File: config.mk
export PLATFORM = sky130hd
export DESIGN_NAME = sblock_cfg_loader
export DESIGN_NICKNAME = d
export VERILOG_FILES = /design/src/rtl/sblock_cfg_loader.sv
export SDC_FILE = /design/constraint.sdc
export NUM_CORES = 1
export LEC_CHECK = 0
export ABC_CLOCK_PERIOD_IN_PS = 2650
export BUFFER_PORTS_ARGS = -buffer_cell sky130_fd_sc_hd__buf_2
export CORE_MARGIN = 4
export CORE_UTILIZATION = 63
export CTS_BUF_LIST = sky130_fd_sc_hd__clkbuf_4 sky130_fd_sc_hd__clkbuf_8
export DETAILED_ROUTE_END_ITERATION = 10
export PLACE_DENSITY = 0.95
export SLEW_MARGIN = 20
export SYNTH_ARGS = -nofsm -noshare
export SYNTH_HDL_FRONTEND = slang
export SYNTH_SLANG_ARGS = --single-unit
File: constraint.sdc
create_clock -name clk -period 2.65 [get_ports clk]
set_clock_uncertainty 0.1 [all_clocks]
set_input_delay 0.265 -clock clk [delete_from_list [all_inputs] [get_ports clk]]
set_output_delay 0.265 -clock clk [all_outputs]
set_load 0.005 [all_outputs]
File: src/rtl/sblock_cfg_loader.sv
// Serial configuration loader for a row of switch blocks: shifts in one 18-bit
// frame per tile, then pulses that tile's latch enable with the frame held stable.
module sblock_cfg_loader #(
    parameter int NUM_TILES = 4,
    parameter int WR_CYCLES = 2
) (
    input  logic                 clk,
    input  logic                 rst,
    input  logic                 start,
    input  logic                 bit_in,
    input  logic                 bit_valid,
    output logic                 bit_ready,
    output logic [NUM_TILES-1:0] wr_en,
    output logic [17:0]          bits,
    output logic                 busy,
    output logic                 done
);

    localparam int TW = (NUM_TILES > 1) ? $clog2(NUM_TILES) : 1;

    typedef enum logic [2:0] {
        S_IDLE  = 3'd0,
        S_SHIFT = 3'd1,
        S_SETUP = 3'd2,
        S_WRITE = 3'd3,
        S_HOLD  = 3'd4,
        S_DONE  = 3'd5
    } state_t;

    state_t         state_q, state_d;
    logic [17:0]    shreg_q, shreg_d;
    logic [17:0]    bits_q, bits_d;
    logic [4:0]     bit_cnt_q, bit_cnt_d;
    logic [TW-1:0]  tile_q, tile_d;
    logic [3:0]     wr_cnt_q, wr_cnt_d;

    always_ff @(posedge clk) begin
        if (rst) begin
            state_q   <= S_IDLE;
            shreg_q   <= '0;
            bits_q    <= '0;
            bit_cnt_q <= '0;
            tile_q    <= '0;
            wr_cnt_q  <= '0;
        end else begin
            state_q   <= state_d;
            shreg_q   <= shreg_d;
            bits_q    <= bits_d;
            bit_cnt_q <= bit_cnt_d;
            tile_q    <= tile_d;
            wr_cnt_q  <= wr_cnt_d;
        end
    end

    always_comb begin
        state_d   = state_q;
        shreg_d   = shreg_q;
        bits_d    = bits_q;
        bit_cnt_d = bit_cnt_q;
        tile_d    = tile_q;
        wr_cnt_d  = wr_cnt_q;
        case (state_q)
            S_IDLE: begin
                if (start) begin
                    state_d   = S_SHIFT;
                    tile_d    = '0;
                    bit_cnt_d = '0;
                end
            end
            S_SHIFT: begin
                if (bit_valid) begin
                    shreg_d = {shreg_q[16:0], bit_in};
                    if (bit_cnt_q == 5'd17) begin
                        // Capture the completed frame as SETUP is entered so the
                        // output is already valid during SETUP.
                        bits_d    = {shreg_q[16:0], bit_in};
                        bit_cnt_d = '0;
                        state_d   = S_SETUP;
                    end else begin
                        bit_cnt_d = bit_cnt_q + 5'd1;
                    end
                end
            end
            S_SETUP: begin
                wr_cnt_d = '0;
                state_d  = S_WRITE;
            end
            S_WRITE: begin
                if (wr_cnt_q == 4'(WR_CYCLES - 1)) begin
                    state_d = S_HOLD;
                end else begin
                    wr_cnt_d = wr_cnt_q + 4'd1;
                end
            end
            S_HOLD: begin
                if (tile_q == TW'(NUM_TILES - 1)) begin
                    state_d = S_DONE;
                end else begin
                    tile_d  = tile_q + TW'(1);
                    state_d = S_SHIFT;
                end
            end
            S_DONE: begin
                state_d = S_IDLE;
            end
            default: begin
                state_d = S_IDLE;
            end
        endcase
    end

    assign bit_ready = (state_q == S_SHIFT);
    assign busy      = (state_q != S_IDLE);
    assign done      = (state_q == S_DONE);
    assign bits      = bits_q;

    for (genvar gi = 0; gi < NUM_TILES; gi++) begin : g_wr
        assign wr_en[gi] = (state_q == S_WRITE) && (tile_q == TW'(gi));
    end

endmodule

==> impl_metrics.py <==
metrics = {
    "pwr": {
        "p_leak_uw": 0.0008829,
        "peakVddDrop_mv": 0.3860,
        "powerDensity_nw_per_um2": 497.6,
    },
    "sta": {
        "maxSlewViolCount": 0,
        "fin_crit_ps": 2089,
        "post-route-period-util_pct": 78.84,
        "setup_ws_ps": 560.7,
        "setup-violations-final": 0,
        "tns_ps": 0,
        "hold_viol": 0,
        "hold_slack_ps": 48.79,
        "max_freq_mhz": 478.6,
        "rsz0062_at_grt": "false",
        "relSlewSlack_pct": 60.33,
        "worstMarginPinSlew_ps": 595.1,
    },
    "floorplan": {
        "die_area_um2": 4329,
        "core_um2": 3128,
        "start_util_pct": 67.28,
        "rows": 20,
        "die_w_um": 65.80,
        "ioPinCount": 30,
        "die_height_um": 65.80,
    },
    "synthesis": {
        "synth_area_leader_cell": "dfxtp_1",
        "synth_seq_cells": 49,
        "netlist.area_leader.share_pct": 46.61,
        "yosysMostFrequentCell": "nand2_1",
        "avgSynthCellArea_um2": 8.221,
        "async_reset_ff_share_pct": 0,
        "synth_area_leaders": "dfxtp_1 47%, a21oi_1 10%, nand2_1 10%",
        "syn-num-nets": 269,
        "synth_area_um2": 2105,
        "ys_seq_area_share_pct": 46.61,
        "synth_edf_count": 0,
        "synthesis.yosys.warnings": 0,
        "ys_types": 38,
        "synth_cells": 256,
        "synth_common_cells": "57 x nand2_1, 49 x dfxtp_1, 44 x a21oi_1, 21 x nand3_1",
        "synth_flop_cell": "dfxtp_1",
    },
    "cells_and_area": {
        "final_area_um2": 2297,
        "finish.utilization_pct": 73.44,
        "syn2layout_area_growth_pct": 9.156,
        "drive_above_1_share_pct": 16.49,
        "final_nets": 291,
        "diodes": 0,
    },
    "cts": {
        "htree_levels": 2,
        "post_cts_buffers": 0,
        "cts-root-buf": "clkbuf_4",
        "clkTransAtPathRegs_ps": 130,
        "post_cts_resized": 0,
        "cts_tree": "done",
        "clk_latency_ps": 360,
        "clkSinkCount": 49,
        "numCtsBuffers": 5,
        "hold_buffers": 0,
        "clk_path_buf_depth": 2,
    },
    "placement": {
        "portBuffers": 29,
        "dp_hpwl_um": 2861,
        "gp_congestion": 0.7431,
        "placed_area_um2": 2237,
        "pre_cts_slack_ps": 712.4,
    },
    "setup_path": {
        "slowest_delay_ps": 530,
        "r2r_cells": 5,
        "path_cells": "nor2b_1 > and3_1 > buf_2",
        "worst_ep_required_time_ps": 2290,
        "cp_data_arrival_time_ps": 1720,
        "setup.worst_path.class": "register to output pin",
        "cp_max_fo": 11,
        "end_kind": "output pin",
        "cp-start-kind": "register",
        "crit_slowest_cell": "dfxtp_1",
    },
    "run_status": {
        "run_status": "completed",
    },
    "global_route": {
        "antenna_found_initial": 0,
        "grt_max_degree": 35,
        "grt_pass1_vias": 1676,
        "grt_pass1_wl_um": 7107,
        "grt_usage_pct": 20.66,
        "grt-ovfl-total": 0,
    },
    "worst_hold_path": {
        "timing.hold.worst_path_depth": 3,
        "hold_class": "input pin to register",
    },
    "drt": {
        "wl_per_cell_um": 12.80,
        "vias_per_cell": 5.656,
        "dr.first_iter.drc_count": 168,
        "num_vias": 1827,
        "drt-total-wl_um": 4136,
        "ant_nets": 0,
        "drc": 0,
        "first_pass_iters": 4,
    },
    "run": {
        "cap_violations": 0,
    },
}
[per-layer routing]
metal | track usage [%] | part of all wire, %
met2 | 33.42 | 47
met1 | 26.01 | 46
met5 | 0 | 0
met3 | 4.252 | 5.2
met4 | 10.10 | 1.6
[cells in the final DEF, fill, tap and decap left out, types with 3 or more instances in the layout]
cell and n:
a21oi_1 44, and3_1 5, buf_2 29, buf_4 3
clkbuf_4 5, dfxtp_1 49, ha_1 8, inv_1 7
nand2_1 57, nand3_1 21, nand3b_1 3, nor2_1 7
nor2b_1 3, o21ai_0 6
[critical path, delay by kind of cell (launching register included)]
family	cells	cell delay, ps
buffers and inverters	1	110
and+or+nand+nor	2	730
DFF	1	530
[where the power goes]
part	internal (µW)	switching, µW
Combinational	18.5	40.1
Clock	105	234
Sequential	740	5.60
Total	864	279
[through the flow]
stage	instances	power, µW
6_report	323	1143
5_1_grt	323	1194
4_1_cts	323	1151
3_5_place_dp	315	819.3
3_3_place_gp	315	818.7
2_1_floorplan	256	804.2
[registers in the layout, indices dropped and copies added, names as in the netlist]
| name | flops |
|---|---|
| bits | 18 |
| bit_cnt_q | 5 |
| tile_q | 2 |
| state_q | 3 |
| wr_cnt_q | 4 |
| shreg_q | 17 |
[path summary, 6_finish.rpt]
kind | start | end | slack (ps)
worst max-delay path | state_q[1] | wr_en[0] | 560
worst min-delay path | bit_in | shreg_q[0] | 50
worst max register to register | bit_cnt_q[0] | bits[17] | 690
worst min register to register | bits[16] | bits[16] | 360
[cell families after synthesis]
group	synth area share, %
muxes	0.9513
and+or+nand+nor	27.17
adders and majority gates	4.756
AOI/OAI and AO/OA	14.80
buffers and inverters	5.708
DFF	46.61
[layout make-up]
type | count | area, µm²
Multi-Input combinational cell | 182 | 1003
Sequential cell | 49 | 980.9
Fill cell | 241 | 830.8
Timing Repair Buffer | 32 | 167.7
Tap cell | 44 | 55.05
Clock buffer | 5 | 37.54
Inverter | 8 | 30.03
Clock inverter | 3 | 22.52
Power figures use the tool's default switching activity.
